==> src/rtl/tlb_arb_pkg.sv <==
// Shared types and constants for the TLB port arbiter (tlb_port_arbiter, tlb_arb_pick).
package tlb_arb_pkg;

  typedef enum logic [1:0] {
    IDLE,
    ISSUE,
    WAIT
  } state_e;

  typedef enum logic [1:0] {
    SRC_NONE,
    SRC_IF,
    SRC_DM,
    SRC_MT
  } src_e;

  // Bit positions inside the one-hot mt_op {TLBR,TLBP,TLBWI,TLBWR}
  localparam int unsigned OP_TLBR  = 3;
  localparam int unsigned OP_TLBP  = 2;
  localparam int unsigned OP_TLBWI = 1;
  localparam int unsigned OP_TLBWR = 0;

  localparam int unsigned STREAK_W = 4;
  localparam int unsigned TMO_W    = 8;

  function automatic logic is_xlate(input src_e s);
    return (s == SRC_IF) || (s == SRC_DM);
  endfunction

endpackage

==> src/rtl/tlb_arb_pick.sv <==
// Winner select for the TLB port (MT > DM > IF with an IF anti-starvation override)
// plus the registered DM streak counter that drives the override.
module tlb_arb_pick
  import tlb_arb_pkg::*;
#(
  parameter int unsigned MAX_DM_STREAK = 4
) (
  input  logic clk_i,
  input  logic rst_ni,
  input  logic arb_en_i,
  input  logic if_req_i,
  input  logic dm_req_i,
  input  logic mt_req_i,
  input  logic cancel_i,
  output src_e grant_o
);

  localparam logic [STREAK_W-1:0] STREAK_MAX = STREAK_W'(MAX_DM_STREAK);

  logic [STREAK_W-1:0] streak_q, streak_d;
  logic                if_ok, dm_ok, force_if;

  // A flush blocks new translations but never a CP0 TLB instruction.
  assign if_ok    = if_req_i && !cancel_i;
  assign dm_ok    = dm_req_i && !cancel_i;
  assign force_if = (streak_q == STREAK_MAX) && if_req_i;

  always_comb begin
    grant_o = SRC_NONE;
    if (arb_en_i) begin
      if (force_if && if_ok) begin
        grant_o = SRC_IF;
      end else if (mt_req_i) begin
        grant_o = SRC_MT;
      end else if (dm_ok) begin
        grant_o = SRC_DM;
      end else if (if_ok) begin
        grant_o = SRC_IF;
      end
    end
  end

  always_comb begin
    streak_d = streak_q;
    if (!if_req_i || (grant_o == SRC_IF)) begin
      streak_d = '0;
    end else if ((grant_o == SRC_DM) && (streak_q != STREAK_MAX)) begin
      streak_d = streak_q + STREAK_W'(1);
    end
  end

  always_ff @(posedge clk_i or negedge rst_ni) begin
    if (!rst_ni) begin
      streak_q <= '0;
    end else begin
      streak_q <= streak_d;
    end
  end

endmodule

==> src/rtl/tlb_port_arbiter.sv <==
// Shares the single TLB port between IF, DM and CP0 (MT); one transaction outstanding.
// Optional performance counters are built when TLB_ARB_PERF_CNT_EN is defined.
module tlb_port_arbiter
  import tlb_arb_pkg::*;
#(
  parameter int unsigned MAX_DM_STREAK = 4,
  parameter int unsigned RESP_TIMEOUT  = 63
) (
  input  logic        clk,
  input  logic        resetn,
  input  logic        cancel,
  input  logic        if_req,
  input  logic [31:0] if_vaddr,
  output logic        if_ack,
  input  logic        dm_req,
  input  logic [31:0] dm_vaddr,
  input  logic        dm_store,
  output logic        dm_ack,
  input  logic        mt_req,
  input  logic [3:0]  mt_op,
  output logic        mt_ack,
  output logic        if_done,
  output logic        dm_done,
  output logic        mt_done,
  output logic        err,
  output logic        tlb_valid,
  input  logic        tlb_ready,
  output logic [31:0] tlb_vaddr,
  output logic        tlb_store,
  output logic [3:0]  tlb_op,
  input  logic        tlb_resp
`ifdef TLB_ARB_PERF_CNT_EN
  ,
  output logic [31:0] perf_conflict,
  output logic [15:0] perf_timeout
`endif
);

  localparam logic [TMO_W-1:0] TMO_LAST = TMO_W'(RESP_TIMEOUT - 1);

  state_e             state_q, state_d;
  src_e               src_q, src_d;
  src_e               grant;
  logic [31:0]        vaddr_q, vaddr_d;
  logic               store_q, store_d;
  logic [3:0]         op_q, op_d;
  logic               kill_q, kill_d;
  logic [TMO_W-1:0]   tmo_q, tmo_d;
  logic               arb_en, xlate, kill_now, tmo_fire, done_any;

  assign arb_en   = (state_q == IDLE);
  assign xlate    = is_xlate(src_q);
  assign kill_now = kill_q || (cancel && xlate);
  assign tmo_fire = (state_q == WAIT) && !tlb_resp && (tmo_q == TMO_LAST);

  tlb_arb_pick #(
    .MAX_DM_STREAK(MAX_DM_STREAK)
  ) u_pick (
    .clk_i   (clk),
    .rst_ni  (resetn),
    .arb_en_i(arb_en),
    .if_req_i(if_req),
    .dm_req_i(dm_req),
    .mt_req_i(mt_req),
    .cancel_i(cancel),
    .grant_o (grant)
  );

  always_comb begin
    state_d  = state_q;
    src_d    = src_q;
    vaddr_d  = vaddr_q;
    store_d  = store_q;
    op_d     = op_q;
    kill_d   = kill_q;
    tmo_d    = tmo_q;
    if_ack   = 1'b0;
    dm_ack   = 1'b0;
    mt_ack   = 1'b0;
    done_any = 1'b0;
    err      = 1'b0;
    case (state_q)
      IDLE: begin
        if (grant != SRC_NONE) begin
          src_d   = grant;
          kill_d  = 1'b0;
          state_d = ISSUE;
          vaddr_d = '0;
          store_d = 1'b0;
          op_d    = '0;
          case (grant)
            SRC_IF: begin
              if_ack  = 1'b1;
              vaddr_d = if_vaddr;
            end
            SRC_DM: begin
              dm_ack  = 1'b1;
              vaddr_d = dm_vaddr;
              store_d = dm_store;
            end
            SRC_MT: begin
              mt_ack         = 1'b1;
              op_d[OP_TLBR]  = mt_op[OP_TLBR];
              op_d[OP_TLBP]  = mt_op[OP_TLBP];
              op_d[OP_TLBWI] = mt_op[OP_TLBWI];
              op_d[OP_TLBWR] = mt_op[OP_TLBWR];
            end
            default: ;
          endcase
        end
      end
      ISSUE: begin
        // Once the TLB has taken the request it must be drained, so a flush
        // then only marks the transaction as killed.
        if (tlb_ready) begin
          state_d = WAIT;
          tmo_d   = '0;
          kill_d  = cancel && xlate;
        end else if (cancel && xlate) begin
          state_d = IDLE;
        end
      end
      WAIT: begin
        if (tlb_resp) begin
          state_d  = IDLE;
          done_any = !kill_now;
        end else if (tmo_fire) begin
          state_d  = IDLE;
          done_any = !kill_now;
          err      = !kill_now;
        end else begin
          tmo_d  = tmo_q + TMO_W'(1);
          kill_d = kill_now;
        end
      end
      default: state_d = IDLE;
    endcase
  end

  assign if_done   = done_any && (src_q == SRC_IF);
  assign dm_done   = done_any && (src_q == SRC_DM);
  assign mt_done   = done_any && (src_q == SRC_MT);
  assign tlb_valid = (state_q == ISSUE);
  assign tlb_vaddr = tlb_valid ? vaddr_q : '0;
  assign tlb_store = tlb_valid && store_q;
  assign tlb_op    = tlb_valid ? op_q : '0;

  always_ff @(posedge clk or negedge resetn) begin
    if (!resetn) begin
      state_q <= IDLE;
      src_q   <= SRC_NONE;
      vaddr_q <= '0;
      store_q <= 1'b0;
      op_q    <= '0;
      kill_q  <= 1'b0;
      tmo_q   <= '0;
    end else begin
      state_q <= state_d;
      src_q   <= src_d;
      vaddr_q <= vaddr_d;
      store_q <= store_d;
      op_q    <= op_d;
      kill_q  <= kill_d;
      tmo_q   <= tmo_d;
    end
  end

`ifdef TLB_ARB_PERF_CNT_EN
  logic [31:0] conflict_q;
  logic [15:0] timeout_q;
  logic        conflict;

  assign conflict = arb_en && ((if_req && dm_req) || (if_req && mt_req) || (dm_req && mt_req));

  always_ff @(posedge clk or negedge resetn) begin
    if (!resetn) begin
      conflict_q <= '0;
      timeout_q  <= '0;
    end else begin
      if (conflict) conflict_q <= conflict_q + 32'd1;
      if (tmo_fire) timeout_q  <= timeout_q + 16'd1;
    end
  end

  assign perf_conflict = conflict_q;
  assign perf_timeout  = timeout_q;
`endif

endmodule

==> config.mk <==
export PLATFORM = sky130hd
export DESIGN_NAME = tlb_port_arbiter
export DESIGN_NICKNAME = d
export VERILOG_FILES = /design/src/rtl/tlb_arb_pkg.sv /design/src/rtl/tlb_arb_pick.sv /design/src/rtl/tlb_port_arbiter.sv
export SDC_FILE = /design/constraint.sdc
export NUM_CORES = 1
export LEC_CHECK = 0
export BUFFER_PORTS_ARGS = -buffer_cell sky130_fd_sc_hd__buf_2
export CORE_MARGIN = 5
export CORE_UTILIZATION = 44
export CTS_BUF_LIST = sky130_fd_sc_hd__clkbuf_16
export CTS_CLUSTER_SIZE = 25
export DETAILED_ROUTE_END_ITERATION = 7
export HOLD_SLACK_MARGIN = 0.15
export PLACE_DENSITY_LB_ADDON = 0.25
export SYNTH_ARGS = -nofsm -noshare
export SYNTH_HDL_FRONTEND = slang
export SYNTH_SLANG_ARGS = --single-unit
==> constraint.sdc <==
create_clock -name clk -period 2.6 [get_ports clk]
set_clock_uncertainty 0.2 [all_clocks]
set_input_delay 0.26 -clock clk [delete_from_list [all_inputs] [get_ports clk]]
set_output_delay 0.26 -clock clk [all_outputs]
set_load 0.01 [all_outputs]
==> impl_metrics.sql <==
INSERT INTO impl_metrics (metric_group, metric, value, unit) VALUES
('sta', 'slew-limit-headroom', '61.4', '%'),
('worst_setup_path', 'rr_startpoint', 'u_pick.streak_q[0]$_DFFE_PN0P_', ''),
('power', 'p_comb_share', '46.7', '%'),
('floorplanning', 'die_width', '93.8', 'um'),
('power', 'post-layout-total-power', '0.00366', 'W'),
('worst_setup_path', 'timing.setup.critical_path_class', 'reg -> out', ''),
('power', 'power.share.switching', '40.5', '%'),
('floorplanning', 'die_area', '0.00880', 'sq mm'),
('final_layout', 'number_of_nets_in_the_final_layout', '630', ''),
('clock_tree', 'htree_num_levels', '2', ''),
('floorplanning', 'fp.dieH', '93.8', 'um'),
('floorplanning', 'pin_count', '122', ''),
('clock_tree', 'cts_sinks', '54', ''),
('logic_synthesis', 'yosys.cell_types.count', '42', ''),
('logic_synthesis', 'ys_async_sr_fraction', '100', '%'),
('logic_synthesis', 'postSynthNetCount', '439', ''),
('final_layout', 'layout-drive-gt1-share', '27.6', '%'),
('final_layout', 'layoutNonFillerInstCount', '637', ''),
('sta', 'number_of_max_slew_violations_in_the_final_report', '0', ''),
('sta', 'fin_crit_sh', '96.2', '%'),
('power', 'clock_power_share', '18.2', '%'),
('clock_tree', 'cts-buffers-inserted', '5', ''),
('global_route', 'antenna_found_initial', '0', ''),
('sta', 'setup_violations', '0', ''),
('detailed_routing', 'first_iter_violations', '178', ''),
('detailed_routing', 'totalWireLength', '9750', 'um'),
('logic_synthesis', 'synth_enable_flop_cells', '0', ''),
('logic_synthesis', 'synthesis.instances', '347', ''),
('sta', 'final_critical_path_setup_slack', '0.0988', 'ns'),
('worst_setup_path', 'setup.worst_path.end_class', 'output port', ''),
('global_route', 'grt_pass1_wl', '15700', 'um'),
('logic_synthesis', 'flop_and_latch_count_out_of_synthesis', '54', ''),
('global_route', 'grt.total_usage', '22.3', '%'),
('power', 'power-per-cell-area', '772', 'mW/mm^2'),
('global_route', 'grt_pass1_vias', '3390', ''),
('logic_synthesis', 'synthesis.yosys.warnings', '0', ''),
('clock_tree', 'cts_tree', 'yes', ''),
('global_route', 'global_route.overflow_total', '0', ''),
('logic_synthesis', 'synth_area_per_cell', '8.90', 'sq um'),
('detailed_routing', 'antenna_left', '0', ''),
('detailed_routing', 'post_drt_via_cell_ratio', '5.12', ''),
('worst_setup_path', 'regToRegEndpoint', 'kill_q$_DFFE_PN0P_', ''),
('power', 'power.leakage', '2.33', 'nW'),
('placement', 'globalplace.congestion', '0.801', ''),
('logic_synthesis', 'ys_dominant_reg_cell', 'dfrtp_1', ''),
('placement', 'hpwlAfterDp', '5980', 'um'),
('power', 'sequentialPowerShare', '35.2', '%'),
('power', 'cell_internal_pwr', '0.00218', 'W'),
('power', 'p_sw', '0.00148', 'W'),
('logic_synthesis', 'syn_area', '0.00309', 'sq mm'),
('detailed_routing', 'total_drc_errors_in_the_routed_layout', '0', ''),
('worst_setup_path', 'critical_path_required', '2.14', 'ns'),
('detailed_routing', 'routed_len_inst', '15.3', 'um'),
('worst_setup_path', 'timing.critical_path.from_type', 'flop', ''),
('worst_setup_path', 'critical_path_peak_fanout', '5', ''),
('sta', 'timing_worst_slew_pin_value', '0.576', 'ns'),
('worst_setup_path', 'worst-r2r-setup-slack', '0.11', 'ns'),
('placement', 'post_place_cells', '549', ''),
('floorplanning', 'start_util', '45.2', '%'),
('floorplanning', 'core_area', '0.00683', 'sq mm'),
('clock_tree', 'clkTransAtPathRegs', '0.07', 'ns'),
('detailed_routing', 'detailedRoute.firstPassIterationCount', '5', ''),
('logic_synthesis', 'synth-seq-area-share', '43.7', '%'),
('flow_run', 'max-cap-violations', '0', ''),
('clock_tree', 'cts-root-buf', 'clkbuf_16', ''),
('placement', 'io_buffers', '121', ''),
('sta', 'fin_crit', '2.50', 'ns'),
('final_layout', 'fin_util', '69.3', '%'),
('sta', 'fmax', '400', 'MHz'),
('global_route', 'grt_start_max_net_pins', '46', ''),
('final_layout', 'flow.area_growth_from_synthesis', '53.3', '%'),
('floorplanning', 'num_rows', '30', ''),
('worst_setup_path', 'cp_data_arrival_time', '2.04', 'ns'),
('clock_tree', 'worstSkewPairLatency', '0.29', 'ns'),
('placement', 'dp_slack', '0.0264', 'ns'),
('sta', 'final_hold_viol_count', '0', ''),
('detailed_routing', 'vias', '3259', ''),
('clock_tree', 'clock_tree.buffer_depth', '2', ''),
('sta', 'setup_total_negative_slack', '0', 'ns'),
('worst_hold_path', 'min_path_type', 'in -> async', ''),
('worst_setup_path', 'worstRegToRegCells', '10', ''),
('outcome', 'run_status', 'complete, no violations', ''),
('power', 'maximum_vdd_ir_drop', '394', 'uV');
==> worst max path at each step <==
stage,start,endpoint,slack [ns],cells after the start
floorplan,u_pick.streak_q[0]$_DFFE_PN0P_,dm_ack,0.07,9
CTS,u_pick.streak_q[0]$_DFFE_PN0P_,mt_ack,0.001,9
detailed placement,u_pick.streak_q[0]$_DFFE_PN0P_,vaddr_q[23]$_DFFE_PN0P_,0.03,10
global route,u_pick.streak_q[0]$_DFFE_PN0P_,vaddr_q[12]$_DFFE_PN0P_,-0.03,10
finish,u_pick.streak_q[0]$_DFFE_PN0P_,mt_ack,0.1,9
global placement,u_pick.streak_q[0]$_DFFE_PN0P_,vaddr_q[7]$_DFFE_PN0P_,0.15,10
==> per-layer routing <==
| metal | wire length [um] | global-route usage (%) |
|---|---|---|
| met3 | 580 | 5.21 |
| met1 | 3940 | 25.7 |
| met2 | 5010 | 39.8 |
| met4 | 221 | 8.18 |
| met5 | 0 | 0 |
==> cells by family (layout without fill, tap and decap cells) <==
logic type / Yosys count / count (layout) / share of synthesized area [%]
other: 0 / 2 / 0
AOI/OAI and AO/OA: 99 / 99 / 20.4
DFF: 54 / 54 / 43.7
muxes: 1 / 1 / 0.324
xor gates and xnor gates: 3 / 3 / 0.851
and+or+nand+nor: 140 / 140 / 23.8
adders and majority gates: 15 / 15 / 6.08
buffers and inverters: 35 / 227 / 4.82
==> cell type report <==
class / count / area, sq um
Clock buffer: 5 / 125
Sequential cell: 54 / 1350
Fill cell: 553 / 2100
Antenna cell: 2 / 5.00
Multi-Input combinational cell: 258 / 1610
Clock inverter: 3 / 21.3
Inverter: 11 / 41.3
Tap cell: 96 / 120
Timing Repair Buffer: 208 / 1460
==> power by group through the flow <==
stage	clock network (W)	registers, W	logic, W
floorplan	0	0.00125	0.00105
CTS	0.000677	0.00129	0.00166
global placement	0	0.00128	0.00152
detailed placement	0	0.00130	0.00156
finish	0.000664	0.00129	0.00171
global route	0.000710	0.00133	0.00190
==> Yosys cell counts (all sizes together), types with 3 or more instances <==
master,count,area [sq um]
nand2,57,214
dfrtp,54,1350
and2,43,269
o21ai,43,215
a22oi,32,240
clkbuf,20,75.1
ha,15,188
inv,11,41.3
a21oi,8,40.0
nand3,8,40.0
nand2b,6,37.5
nor2,6,22.5
or4,5,37.5
buf,4,32.5
a21boi,3,22.5
==> stage by stage <==
stage / area [sq um] / hold WS [ns]
floorplan: 3090 / -0.236
global placement: 3790 / 0.0129
detailed placement: 3790 / 0.0201
CTS: 4700 / 0.249
global route: 4730 / 0.264
finish: 4730 / 0.231
==> sequential cells by signal, indices dropped and copies added, names as in the netlist <==
name / count
u_pick.streak_q: 4
state_q: 2
store_q: 1
vaddr_q: 32
op_q: 4
src_q: 2
kill_q: 1
tmo_q: 8
==> cells in the final DEF (no fill, tap or decap), types with 4 or more instances in the layout <==
master	synthesis	layout
ha_1	15	13
buf_2	2	121
nand2b_1	6	6
o21ai_0	41	38
nand3_1	8	8
and2_1	43	43
dfrtp_1	54	54
o21ai_1	2	4
a21oi_1	8	7
clkbuf_16	0	5
inv_1	11	11
dlygate4sd3_1	0	75
or4_1	5	5
a22oi_1	32	32
buf_4	0	10
nor2_1	6	6
nand2_1	57	57
==> worst max-delay path: stages, from the launching register on <==
cell	delay, ns
dfrtp_1	0.40
inv_1	0.10
ha_1	0.15
nand3b_1	0.17
a21oi_2	0.21
o21ai_2	0.09
inv_1	0.10
ha_2	0.24
and2_1	0.17
buf_2	0.14
==> timing repair <==
item	in CTS	in global routing
setup endpoints to repair	3	43
gates resized for setup	4	5
setup buffers	1	2
hold buffers	75	0
pin swaps	1	1
endpoints found under the hold margin	98	0
(Power assumes the default switching activity.)
